### src/rtl/fric_pkg.sv
// Shared definitions for the parametrised FRIC register-slave client:
// opcode nibbles, inbound/outbound state encodings and a counter-width helper.
package fric_pkg;

    // Command and reply opcodes carried in the upper nibble of a header byte
    localparam logic [3:0] WR_CMD = 4'h2;
    localparam logic [3:0] RD_CMD = 4'h3;
    localparam logic [3:0] WR_ACK = 4'h4;
    localparam logic [3:0] RD_ACK = 4'h5;
    localparam logic [3:0] RD_ERR = 4'h7;

    // Inbound (command decode) states
    typedef enum logic [1:0] {
        RX_IDLE,
        RX_ADR,
        RX_WDAT
    } rx_state_e;

    // Outbound (reply serializer) states
    typedef enum logic [2:0] {
        TX_IDLE,
        TX_RWAIT,
        TX_HDR,
        TX_ADR,
        TX_DAT
    } tx_state_e;

    // Byte counters must index up to max(ABYTES, DBYTES)-1; never narrower than 1 bit
    function automatic int cnt_width(input int abytes, input int dbytes);
        int m;
        m = (abytes > dbytes) ? abytes : dbytes;
        return (m > 1) ? $clog2(m) : 1;
    endfunction

endpackage

### src/rtl/fric_slv_tx.sv
// Reply serializer for fric_client_slave_p: outbound FSM, read-data wait with
// timeout, and the fric_out byte mux (0x00 whenever no reply byte is due).
module fric_slv_tx
    import fric_pkg::*;
#(
    parameter int ABYTES     = 1,
    parameter int DBYTES     = 2,
    parameter int RD_TIMEOUT = 16
) (
    input  logic                  clk,
    input  logic                  rst,
    input  logic                  start_wr,
    input  logic                  start_rd,
    input  logic [3:0]            port,
    input  logic [8*ABYTES-1:0]   addr,
    input  logic [8*DBYTES-1:0]   rdat,
    input  logic                  rvld,
    output logic [7:0]            fric_out,
    output logic                  tx_idle
);

    localparam int            CW       = cnt_width(ABYTES, DBYTES);
    localparam logic [CW-1:0] A_LAST   = CW'(ABYTES - 1);
    localparam logic [CW-1:0] D_LAST   = CW'(DBYTES - 1);
    localparam logic [7:0]    TMO_LAST = 8'(RD_TIMEOUT - 1);

    tx_state_e            state;
    tx_state_e            state_nxt;
    logic [CW-1:0]        cnt;
    logic [7:0]           tmo;
    logic [3:0]           op;
    logic [8*DBYTES-1:0]  rdat_q;
    logic                 timeout;

    // Last RWAIT cycle allowed without rvld has just elapsed
    assign timeout = (state == TX_RWAIT) && !rvld && (tmo == TMO_LAST);
    assign tx_idle = (state == TX_IDLE);

    // Outbound state register
    always_ff @(posedge clk or negedge rst) begin
        // NOTE: sequential state uses non-blocking (<=) so every flop samples pre-edge values.
        if (!rst) state <= TX_IDLE;
        else      state <= state_nxt;
    end

    // Outbound next-state: wait for read data, then header, address, optional data
    always_comb begin
        // NOTE: default assigned first so every path drives state_nxt; no latch is inferred.
        state_nxt = state;
        case (state)
            TX_IDLE: begin
                if (start_wr)      state_nxt = TX_HDR;
                else if (start_rd) state_nxt = TX_RWAIT;
            end
            TX_RWAIT: if (rvld || timeout) state_nxt = TX_HDR;
            TX_HDR:   state_nxt = TX_ADR;
            TX_ADR: begin
                if (cnt == A_LAST) state_nxt = (op == RD_ACK) ? TX_DAT : TX_IDLE;
            end
            TX_DAT:   if (cnt == D_LAST) state_nxt = TX_IDLE;
            default:  state_nxt = TX_IDLE;
        endcase
    end

    // Byte counter, RWAIT timer and reply opcode selection
    always_ff @(posedge clk or negedge rst) begin
        if (!rst) begin
            cnt <= '0;
            tmo <= '0;
            op  <= '0;
        end else begin
            cnt <= (state_nxt != state) ? '0 : cnt + 1'b1;
            tmo <= (state == TX_RWAIT && state_nxt == TX_RWAIT) ? tmo + 8'd1 : 8'd0;
            if (state == TX_IDLE && start_wr) begin
                op <= WR_ACK;
            end else if (state == TX_RWAIT) begin
                if (rvld)         op <= RD_ACK;
                else if (timeout) op <= RD_ERR;
            end
        end
    end

    // Read data capture on the first rvld seen while waiting
    always_ff @(posedge clk) begin
        // NOTE: rdat_q has no reset; it is only ever read after being loaded here.
        if (state == TX_RWAIT && rvld) rdat_q <= rdat;
    end

    // fric_out byte mux: header, then address bytes, then data bytes, LSB first
    always_comb begin
        fric_out = 8'h00;
        case (state)
            TX_HDR: fric_out = {op, port};
            TX_ADR: begin
                for (int i = 0; i < ABYTES; i++)
                    if (cnt == CW'(i)) fric_out = addr[8*i +: 8];
            end
            TX_DAT: begin
                for (int i = 0; i < DBYTES; i++)
                    if (cnt == CW'(i)) fric_out = rdat_q[8*i +: 8];
            end
            default: fric_out = 8'h00;
        endcase
    end

endmodule

### src/rtl/fric_client_slave_p.sv
// Parametrised FRIC register-slave client. Decodes write/read command frames
// from the registered inbound byte stream, drives the local register strobes
// and hands replies to fric_slv_tx.
// Compile-time option FRIC_SLV_PORT_FILTER_EN: answer only headers whose port
// nibble equals PORT_ID; other headers are skipped silently.
module fric_client_slave_p
    import fric_pkg::*;
#(
    parameter int         ABYTES     = 1,
    parameter int         DBYTES     = 2,
    parameter logic [3:0] PORT_ID    = 4'h0,
    parameter int         RD_TIMEOUT = 16
) (
    input  logic                 clk,
    input  logic                 rst,
    input  logic [7:0]           fric_in,
    output logic [7:0]           fric_out,
    output logic [8*ABYTES-1:0]  addr,
    output logic [8*DBYTES-1:0]  wdat,
    output logic                 wstb,
    output logic                 rstb,
    input  logic [8*DBYTES-1:0]  rdat,
    input  logic                 rvld,
    output logic                 busy,
    output logic                 drop
);

`ifdef FRIC_SLV_PORT_FILTER_EN
    localparam bit PORT_FILTER = 1'b1;
`else
    localparam bit PORT_FILTER = 1'b0;
`endif

    localparam int            CW     = cnt_width(ABYTES, DBYTES);
    localparam logic [CW-1:0] A_LAST = CW'(ABYTES - 1);
    localparam logic [CW-1:0] D_LAST = CW'(DBYTES - 1);

    rx_state_e      rx_state;
    rx_state_e      rx_nxt;
    logic [CW-1:0]  rx_cnt;
    logic [7:0]     fric_inr;
    logic [3:0]     port_q;
    logic           is_rd;
    logic           skip;
    logic           wr_done;
    logic           tx_idle;

    logic           is_hdr;
    logic           port_ok;
    logic           hdr_take;
    logic           drop_nxt;
    logic           adr_last;
    logic           wdat_last;
    logic           start_wr;
    logic           start_rd;

    // Header classification and frame-boundary decode from the registered byte
    always_comb begin
        is_hdr    = (fric_inr[7:4] == WR_CMD) || (fric_inr[7:4] == RD_CMD);
        port_ok   = !PORT_FILTER || (fric_inr[3:0] == PORT_ID);
        // A foreign-port header is walked through silently; our own needs an idle replier
        hdr_take  = (rx_state == RX_IDLE) && is_hdr && (!port_ok || tx_idle);
        drop_nxt  = (rx_state == RX_IDLE) && is_hdr && port_ok && !tx_idle;
        adr_last  = (rx_state == RX_ADR)  && (rx_cnt == A_LAST);
        wdat_last = (rx_state == RX_WDAT) && (rx_cnt == D_LAST);
        start_wr  = adr_last && !is_rd && !skip;
        start_rd  = adr_last &&  is_rd && !skip;
    end

    // Inbound state register
    always_ff @(posedge clk or negedge rst) begin
        if (!rst) rx_state <= RX_IDLE;
        else      rx_state <= rx_nxt;
    end

    // Inbound next-state: header, ABYTES address bytes, DBYTES data bytes for writes
    always_comb begin
        rx_nxt = rx_state;
        case (rx_state)
            RX_IDLE: if (hdr_take) rx_nxt = RX_ADR;
            RX_ADR:  if (rx_cnt == A_LAST) rx_nxt = is_rd ? RX_IDLE : RX_WDAT;
            RX_WDAT: if (rx_cnt == D_LAST) rx_nxt = RX_IDLE;
            default: rx_nxt = RX_IDLE;
        endcase
    end

    // Input register, byte capture, frame attributes and strobes
    always_ff @(posedge clk or negedge rst) begin
        if (!rst) begin
            fric_inr <= '0;
            rx_cnt   <= '0;
            port_q   <= '0;
            is_rd    <= 1'b0;
            skip     <= 1'b0;
            addr     <= '0;
            wdat     <= '0;
            wr_done  <= 1'b0;
            wstb     <= 1'b0;
            rstb     <= 1'b0;
            drop     <= 1'b0;
        end else begin
            fric_inr <= fric_in;
            rx_cnt   <= (rx_nxt != rx_state) ? '0 : rx_cnt + 1'b1;
            if (hdr_take) begin
                is_rd <= (fric_inr[7:4] == RD_CMD);
                skip  <= !port_ok;
                // A skipped header must not disturb the port echoed by a reply in flight
                if (port_ok) port_q <= fric_inr[3:0];
            end
            if (rx_state == RX_ADR && !skip) begin
                for (int i = 0; i < ABYTES; i++)
                    if (rx_cnt == CW'(i)) addr[8*i +: 8] <= fric_inr;
            end
            if (rx_state == RX_WDAT && !skip) begin
                for (int i = 0; i < DBYTES; i++)
                    if (rx_cnt == CW'(i)) wdat[8*i +: 8] <= fric_inr;
            end
            rstb    <= start_rd;
            wr_done <= wdat_last && !skip;
            wstb    <= wr_done;
            drop    <= drop_nxt;
        end
    end

    assign busy = (rx_state != RX_IDLE) || !tx_idle;

    fric_slv_tx #(
        .ABYTES     (ABYTES),
        .DBYTES     (DBYTES),
        .RD_TIMEOUT (RD_TIMEOUT)
    ) u_tx (
        .clk      (clk),
        .rst      (rst),
        .start_wr (start_wr),
        .start_rd (start_rd),
        .port     (port_q),
        .addr     (addr),
        .rdat     (rdat),
        .rvld     (rvld),
        .fric_out (fric_out),
        .tx_idle  (tx_idle)
    );

endmodule

### config.mk
export PLATFORM = sky130hd
export DESIGN_NAME = fric_client_slave_p
export DESIGN_NICKNAME = d
export VERILOG_FILES = /design/src/rtl/fric_pkg.sv /design/src/rtl/fric_slv_tx.sv /design/src/rtl/fric_client_slave_p.sv
export SDC_FILE = /design/constraint.sdc
export NUM_CORES = 1
export LEC_CHECK = 0
export CAP_MARGIN = 20
export CORE_MARGIN = 2
export CORE_UTILIZATION = 39
export DETAILED_ROUTE_END_ITERATION = 8
export PLACE_DENSITY = 0.63
export SYNTH_ARGS = -nofsm -noshare
export SYNTH_HDL_FRONTEND = slang
export SYNTH_HIERARCHICAL = 1
export SYNTH_SLANG_ARGS = --single-unit
### constraint.sdc
create_clock -name clk -period 3.8 [get_ports clk]
set_input_delay 0.76 -clock clk [delete_from_list [all_inputs] [get_ports clk]]
set_output_delay 0.76 -clock clk [all_outputs]
set_load 0.1 [all_outputs]
==> results of run 1 <==
## registers in the layout, summed over array words and instances, names as in the netlist
register	count
addr	8
drop	1
fric_inr	8
is_rd	1
port_q	4
rstb	1
rx_cnt	1
rx_state	2
u_tx/cnt	1
u_tx/op	3
u_tx/rdat_q	16
u_tx/state	3
u_tx/tmo	8
wdat	16
wr_done	1
wstb	1
## placed cells by master, fill, tap and decap left out, drive strengths merged, types with 2 or more instances in the layout
cell / count
mux2i: 8
buf: 11
nor2: 12
clkdlybuf4s50: 53
nor3b: 4
and3: 2
clkbuf: 10
a22oi: 9
o32ai: 2
nand3: 3
o211ai: 2
nand2: 6
or3: 3
xnor2: 2
clkinv: 2
or3b: 2
o21ai: 5
mux2: 29
a21oi: 4
nor3: 4
inv: 10
dfrtp: 59
nand2b: 2
o22ai: 8
edfxtp: 16
nand3b: 2
## per-layer routing
| metal | routed length, µm | global-route usage (%) | up-vias |
|---|---|---|---|
| li1 | - | - | 931 |
| met1 | 2690 | 20.5 | 980 |
| met2 | 2910 | 24.0 | 47 |
| met3 | 321 | 4.83 | 6 |
| met4 | 62 | 4.41 | 0 |
| met5 | 0 | 0 | - |
## logic make-up (layout without fill, tap and decap cells)
group | count (synthesis) | after routing | synth area share, %
flops | 75 | 75 | 63.3
simple gates | 48 | 48 | 9.51
compound gates | 37 | 37 | 8.74
mux | 37 | 37 | 14.0
buf+inv | 16 | 87 | 3.24
xor+xnor | 3 | 3 | 0.850
fa+ha+maj | 1 | 1 | 0.404
## metrics by stage
stage                     area [µm²]  setup slack [ns]  hold WS, ns  util [%]  cells
final                           3970             0.692        0.358      51.6    390
after global routing            3970             0.511        0.373      51.6    390
after CTS                       3970             0.649        0.361      51.6    390
after detailed placement        3760              1.04        0.342      49.0    374
after global placement          3760              1.07        0.336      49.0    374
after floorplan                 3100             0.400        0.331         -    217
## path summary, 6_finish.rpt
path	start	endpoint	slack, ns
worst max-delay path	u_tx/state[1]	busy	0.69
worst min-delay path	wr_done	wstb	0.36
worst max register to register	rx_state[0]	u_tx/op[1]	1.69
worst min register to register	wr_done	wstb	0.36
max in group asynchronous	rst	port_q[2]	2.52
min in group asynchronous	rst	u_tx/tmo[6]	0.43
## cell type report
class	instances	area (µm²)
timing repair buffer	64	611
inverter	7	26.3
multi-input combinational	126	1040
tap	102	128
clock inverter	6	53.8
fill	691	3720
clock buffer	10	149
sequential	75	1960
==> flow_metrics.py, run 1 <==
metrics = {
    "status": {
        "status": "completed",
    },
    "synthesis": {
        "syn_area_per_cell_um2": 14.3,
        "synth_edf_count": 16,
        "synth.distinct_cells": 51,
        "synth-main-ff-cell": "dfrtp_1",
        "synth.most_common_cell": "dfrtp_1",
        "yosysTopAreaCell": "dfrtp_1",
        "ys_async_sr_fraction_pct": 78.7,
        "synth_top_area_share_pct": 47.7,
        "yosys_register_bits": 75,
        "ys_warn_count": 6,
        "syn_area_um2": 3090,
        "yosys-top-cells-count": "59 x dfrtp_1, 22 x mux2_2, 16 x edfxtp_1",
        "synth_top_cells_by_area": "dfrtp_1 48%, edfxtp_1 16%, mux2_2 8.0%, mux2_4 3.4%, mux2i_1 2.6%",
        "netlist_instances": 217,
        "syn_nets": 245,
        "ys_seq_area_share_pct": 63.3,
    },
    "clocking": {
        "htree_levels": 3,
        "cts_tree": "built",
        "cts_resized": 0,
        "postCtsSetupRepairBufs": 0,
        "cts.clk_slew.worst_paths_ns": 0.08,
        "cts.path.max_buffers": 2,
        "root_buffer": "clkbuf_8",
        "cts_buffers": 9,
        "worst_skew_pair.late_latency_ns": 0.34,
        "cts.sinks": 75,
        "cts_hold_buf": 0,
    },
    "min_path": {
        "hp-class": "flop to flop",
        "holdPathStages": 0,
    },
    "routing": {
        "via_count": 1964,
        "first_pass_iters": 4,
        "drt_iter0_drc": 122,
        "ant_nets": 0,
        "wire_per_inst_um": 15.3,
        "remaining_drc_errors": 0,
        "viasPerCell": 5.04,
        "wirelength_mm": 5.99,
    },
    "floorplan": {
        "core_um2": 7690,
        "dieHeight_um": 93.1,
        "ioPinCount": 63,
        "die-width_um": 93.1,
        "initial_core_util_pct": 40.2,
        "die_area_um2": 8660,
        "fp-row-count": 32,
    },
    "global_routing": {
        "grt.total_usage_pct": 15.3,
        "grt_pass1_wl_mm": 10.2,
        "grt_overflow": 0,
        "antenna_found_initial": 0,
        "grt_max_degree": 33,
        "grt_pass1_vias": 2094,
    },
    "timing": {
        "max_slew_margin_pct": 32.9,
        "fin_worst_skew_ns": 0.00849,
        "max_freq_mhz": 322,
        "rsz0062_at_grt": "no",
        "fin_crit_sh_pct": 81.8,
        "worst_pin_slew_ns": 1.00,
        "finalSetupTns_ns": 0,
        "setup_viol": 0,
        "drv_slew": 0,
        "min_period_ns": 3.11,
        "hold_violations": 0,
    },
    "critical_path": {
        "path_delay_family": "buffers and inverters",
        "path_depth": 3,
        "crit_chain": "nor3_1 -> nand2_1 -> clkdlybuf4s50_1",
        "cp_max_fo": 11,
        "crit_path_start_kind": "flop",
        "endpoint_kind": "output pin",
        "worst_ep_arrival_time_ns": 2.35,
        "r2r_cells": 5,
        "critical_path_buf_inv_count": 1,
        "cp_slowest_cell": "clkdlybuf4s50_1",
        "worstPathRequired_ns": 3.04,
        "crit_type": "flop to output pin",
        "max_stage_delay_ns": 0.99,
    },
    "place": {
        "hpwl_mm": 4.23,
        "numPortBuffers": 62,
        "globalplace.congestion": 0.833,
    },
    "flow_run": {
        "cap_violations": 0,
    },
    "layout": {
        "drive_gt1_share_pct": 23.3,
        "synthToLayoutAreaGrowth_pct": 28.3,
        "nets": 311,
        "antenna_cells": 0,
    },
}
Power of run 1 is not shown: default switching activity piles up to over one toggle a cycle in this logic, so the estimate is an artifact.
==> inputs of run 2 (changes only) <==
==> constraint.sdc (replaced) <==
create_clock -name clk -period 3.1 [get_ports clk]
set_input_delay 0.62 -clock clk [delete_from_list [all_inputs] [get_ports clk]]
set_output_delay 0.62 -clock clk [all_outputs]
set_load 0.1 [all_outputs]
==> run 2 against run 1 <==
Net effect:
- setup slack got worse by 0.32 ns
- wire length grew 3.3%
- global-route usage up 0.28 points
- die area stayed put
- sequential cell count unchanged
- utilization shrank 0.065 points
- cell count rose by 0.26%
- first-iteration DRC count down 13%
- highest routed layer unchanged
==> flow_metrics.py, run 2 (synthesized netlist as in run 1, its figures left out) <==
metrics = {
    "status": {
        "status": "completed",
    },
    "layout": {
        "final_cells": 391,
        "reg.largest.list": "u_tx/rdat_q x16, wdat x16",
        "nets": 312,
        "layout_common_cells": "59 x dfrtp_1, 35 x buf_4, 25 x clkdlybuf4s50_1",
        "final_common_cell": "dfrtp_1",
        "fin_util_pct": 51.5,
        "synthToLayoutAreaGrowth_pct": 28.1,
        "final.fill_count": 711,
        "drive_gt1_share_pct": 34.3,
        "antenna_cells": 0,
    },
    "floorplan": {
        "initial_core_util_pct": 40.2,
        "die-width_um": 93.1,
        "core_um2": 7690,
        "dieHeight_um": 93.1,
        "die_area_um2": 8660,
        "ioPinCount": 63,
        "fp-row-count": 32,
    },
    "timing": {
        "worst_pin_slew_ns": 0.683,
        "rsz0062_at_grt": "no",
        "hold_violations": 0,
        "max_slew_margin_pct": 54.5,
        "setup_viol": 0,
        "setup_ws_ns": 0.369,
        "drv_slew": 0,
        "min_period_ns": 2.73,
        "max_freq_mhz": 366,
        "timing.hold.ws_ns": 0.112,
        "fin_crit_sh_pct": 88.1,
        "fin_worst_skew_ns": 0.00734,
    },
    "place": {
        "dpl.cell_count": 375,
        "hpwl_mm": 4.40,
        "numPortBuffers": 62,
        "globalplace.congestion": 0.781,
        "place_ws_ns": 0.777,
    },
    "clocking": {
        "cts.sinks": 75,
        "root_buffer": "clkbuf_8",
        "worst_skew_pair.late_latency_ns": 0.34,
        "cts_buffers": 9,
        "cts_hold_buf": 0,
        "cts_tree": "built",
        "htree_levels": 3,
        "postCtsSetupRepairBufs": 0,
        "cts_resized": 0,
        "cts.clk_slew.worst_paths_ns": 0.08,
        "cts.path.max_buffers": 2,
    },
    "global_routing": {
        "grt_pass1_wl_mm": 10.2,
        "antenna_found_initial": 0,
        "grt_max_degree": 30,
        "grt_pass1_vias": 2015,
        "grt.total_usage_pct": 15.6,
        "grt_overflow": 0,
    },
    "critical_path": {
        "crit_type": "flop to output pin",
        "r2r_cells": 5,
        "worstPathRequired_ns": 2.48,
        "endpoint_kind": "output pin",
        "worst_ep_arrival_time_ns": 2.11,
        "crit_path_start_kind": "flop",
        "cp_max_fo": 15,
    },
    "routing": {
        "remaining_drc_errors": 0,
        "via_count": 1959,
        "ant_nets": 0,
        "wirelength_mm": 6.18,
        "wire_per_inst_um": 15.8,
        "first_pass_iters": 4,
        "viasPerCell": 5.01,
        "drt_iter0_drc": 106,
    },
    "flow_run": {
        "cap_violations": 0,
    },
    "min_path": {
        "hp-class": "primary input to asynchronous set/reset pin",
    },
}
[run 2: cell count changes in the layout (fill, tap and decap cells not counted)]
cell,delta
buf_4,+25
clkbuf_16,-1
o22ai_1,-3
inv_6,-2
inv_4,+1
clkinv_4,-1
buf_12,+4
o22ai_2,+3
inv_8,-1
clkinv_2,+3
clkdlybuf4s50_1,-28
bufinv_16,+1
[run 2: through the flow]
stage | setup TNS [ns] | area (µm²)
finish | 0 | 3960
global route | 0 | 3960
CTS | 0 | 3960
detailed placement | 0 | 3770
global placement | 0 | 3770
floorplan | -0.268 | 3120
[run 2: routing by layer]
layer,track usage (%),up-vias,part of all wire [%]
li1,-,933,-
met1,22.2,954,48
met2,22.4,58,45
met3,3.79,14,5.5
met4,7.35,0,2.2
met5,0,-,0
[run 2: worst paths after layout]
path | startpoint | end | slack [ns]
max | u_tx/cnt | fric_out[1] | 0.37
min | rst | u_tx/tmo[7] | 0.11
max reg2reg | rx_state[0] | u_tx/op[1] | 0.98
min reg2reg | wr_done | wstb | 0.35
max in group asynchronous | rst | wdat[2] | 2.37
min in group clk | wr_done | wstb | 0.35
[run 2: cell type report]
type | count | area [µm²] | area share [%]
multi-input cells | 126 | 1060 | 26.8
inverters | 7 | 26.3 | 0.663
flip-flops and latches | 75 | 1960 | 49.4
repair buffers | 65 | 598 | 15.1
well taps | 102 | 128 | 3.22
clock buffers | 9 | 124 | 3.13
clock inverters | 7 | 67.6 | 1.71
[run 2: worst max-delay path, cell delays in order (launching register included)]
cell and delay [ns]:
dfrtp_1 0.63, nor2b_1 0.45, a22oi_1 0.12, o22ai_1 0.23
buf_4 0.33
Power of run 2 is left out for the same reason.
==> inputs of run 3 (changes only) <==
--- a/config.mk
+++ b/config.mk
@@ -9,8 +9,8 @@
 export CORE_MARGIN = 2
 export CORE_UTILIZATION = 39
 export DETAILED_ROUTE_END_ITERATION = 8
-export PLACE_DENSITY = 0.63
+export MAX_ROUTING_LAYER = met4
+export PLACE_DENSITY = 0.64
 export SYNTH_ARGS = -nofsm -noshare
 export SYNTH_HDL_FRONTEND = slang
-export SYNTH_HIERARCHICAL = 1
 export SYNTH_SLANG_ARGS = --single-unit
==> run 3 against run 2 <==
Net effect:
- sequential cell count did not move
- register-to-register slack got worse by 0.07 ns
- maximum frequency rose by 7.4%
- utilization rose by 2.0 points
- cell count rose by 0.51%
- critical endpoint is now fric_out[5]
- largest cell class unchanged
==> flow_metrics.py, run 3 <==
metrics = {
    "status": {
        "status": "completed",
    },
    "critical_path": {
        "cp_max_fo": 7,
        "r2r-start": "u_tx.state[1]",
        "r2r_slack_ns": 0.91,
        "path_delay_family": "flip-flops",
        "crit_type": "flop to output pin",
        "crit_chain": "nor2b_1 -> a22oi_1 -> o22ai_2 -> buf_12",
        "r2r_end": "u_tx.cnt",
        "max_stage_delay_ns": 0.51,
        "worst_ep_arrival_time_ns": 1.92,
        "endpoint_kind": "output pin",
        "r2r_cells": 4,
        "critical_path_buf_inv_count": 1,
        "worstPathRequired_ns": 2.48,
        "cp_slowest_cell": "dfrtp_1",
        "crit_path_start_kind": "flop",
    },
    "layout": {
        "drive_gt1_share_pct": 31.6,
        "antenna_cells": 0,
        "fin_util_pct": 53.5,
        "final_cells": 393,
        "nets": 317,
        "synthToLayoutAreaGrowth_pct": 32.0,
        "final_common_cell": "dfrtp_1",
        "layout_common_cells": "59 x dfrtp_1, 34 x buf_4, 25 x clkdlybuf4s50_1",
        "reg.largest.list": "u_tx.rdat_q x16, wdat x16",
        "final.fill_count": 686,
    },
    "clocking": {
        "worst_skew_pair.late_latency_ns": 0.34,
        "cts_resized": 0,
        "cts.sinks": 75,
        "cts_tree": "built",
        "cts_buffers": 9,
        "root_buffer": "clkbuf_8",
        "postCtsSetupRepairBufs": 0,
        "cts.path.max_buffers": 2,
        "cts_hold_buf": 0,
        "cts.clk_slew.worst_paths_ns": 0.07,
        "htree_levels": 3,
    },
    "synthesis": {
        "ys_async_sr_fraction_pct": 78.7,
        "synth-main-ff-cell": "dfrtp_1",
        "netlist_instances": 222,
        "yosys_register_bits": 75,
        "syn_area_um2": 2960,
        "ys_warn_count": 0,
        "yosys-top-cells-count": "59 x dfrtp_1, 23 x mux2_2, 23 x nand2_1",
        "synth.most_common_cell": "dfrtp_1",
        "synth.distinct_cells": 38,
        "synth_top_area_share_pct": 49.9,
        "syn_area_per_cell_um2": 13.3,
        "ys_seq_area_share_pct": 66.2,
        "syn_nets": 250,
        "synth_top_cells_by_area": "dfrtp_1 50%, edfxtp_1 16%, mux2_2 8.8%, nand2_1 2.9%, mux2i_1 2.4%",
        "synth_edf_count": 16,
        "yosysTopAreaCell": "dfrtp_1",
    },
    "routing": {
        "wirelength_mm": 5.94,
        "first_pass_iters": 4,
        "viasPerCell": 4.87,
        "drt_iter0_drc": 91,
        "via_count": 1914,
        "remaining_drc_errors": 0,
        "wire_per_inst_um": 15.1,
        "ant_nets": 0,
    },
    "floorplan": {
        "core_um2": 7290,
        "die_area_um2": 8290,
        "ioPinCount": 63,
        "dieHeight_um": 91.1,
        "fp-row-count": 31,
        "die-width_um": 91.1,
        "initial_core_util_pct": 40.5,
    },
    "timing": {
        "max_freq_mhz": 393,
        "fin_crit_sh_pct": 82.0,
        "max_slew_margin_pct": 47.7,
        "setup_viol": 0,
        "finalSetupTns_ns": 0,
        "worst_pin_slew_ns": 0.781,
        "rsz0062_at_grt": "no",
        "min_period_ns": 2.54,
        "fin_worst_skew_ns": 0.00887,
        "drv_slew": 0,
        "hold_violations": 0,
    },
    "place": {
        "globalplace.congestion": 0.843,
        "numPortBuffers": 62,
        "dpl.cell_count": 377,
        "hpwl_mm": 4.18,
    },
    "flow_run": {
        "cap_violations": 0,
    },
    "global_routing": {
        "grt_overflow": 0,
        "grt_pass1_vias": 1981,
        "antenna_found_initial": 0,
        "grt.total_usage_pct": 15.8,
        "grt_max_degree": 32,
        "grt_pass1_wl_mm": 9.78,
    },
    "min_path": {
        "hp-class": "primary input to asynchronous set/reset pin",
    },
}
## run 3: cells by family after synthesis
logic type	count (synthesis)	synth area share, %
simple gates	67	11.4
buf+inv	14	2.37
compound gates	29	6.73
fa+ha+maj	1	0.423
flops	75	66.2
xor+xnor	6	1.78
mux	30	11.1
## run 3: worst register-to-register path, stage by stage, from the launching register on
cell	delay (ns)
dfrtp_1	0.48
nor3_1	0.59
nand3_1	0.24
a311o_1	0.41
a2111oi_2	0.36
## run 3: worst max path at each step
stage	startpoint	endpoint	slack [ns]	cells past startpoint
after floorplan	addr[6]	fric_out[6]	0.39	3
after global placement	rvld	u_tx.cnt	0.52	5
after detailed placement	rvld	u_tx.cnt	0.43	5
after CTS	u_tx.cnt	fric_out[0]	0.55	4
after global routing	u_tx.cnt	fric_out[5]	0.42	4
final	u_tx.cnt	fric_out[5]	0.56	4
## run 3: metrics by stage
| step | area, µm² | hold slack [ns] | setup WS [ns] |
|---|---|---|---|
| 2_1_floorplan | 3010 | 0.324 | 0.391 |
| 3_3_place_gp | 3710 | 0.336 | 0.518 |
| 3_5_place_dp | 3710 | 0.342 | 0.427 |
| 4_1_cts | 3900 | 0.180 | 0.553 |
| 5_1_grt | 3900 | 0.197 | 0.415 |
| 6_report | 3900 | 0.187 | 0.557 |
## run 3: layer usage
layer  routed length (µm)  part of all wire, %  track usage [%]  vias up
li1                     -                    -                -      923
met1                 2620                   44             20.0      940
met2                 2990                   50             24.0       44
met3                  259                  4.4             4.32        7
met4                   69                  1.2             6.44        0
met5                    0                    0                -        -
## run 3: layout make-up
| cell class | instances | area [µm²] | share of cell area [%] |
|---|---|---|---|
| repair buffers | 66 | 631 | 16.2 |
| flip-flops and latches | 75 | 1960 | 50.1 |
| clock inverters | 3 | 18.8 | 0.481 |
| clock buffers | 13 | 179 | 4.58 |
| multi-input cells | 133 | 980 | 25.1 |
| well taps | 99 | 124 | 3.17 |
| inverters | 4 | 15.0 | 0.385 |
Power of run 3 is left out for the same reason.
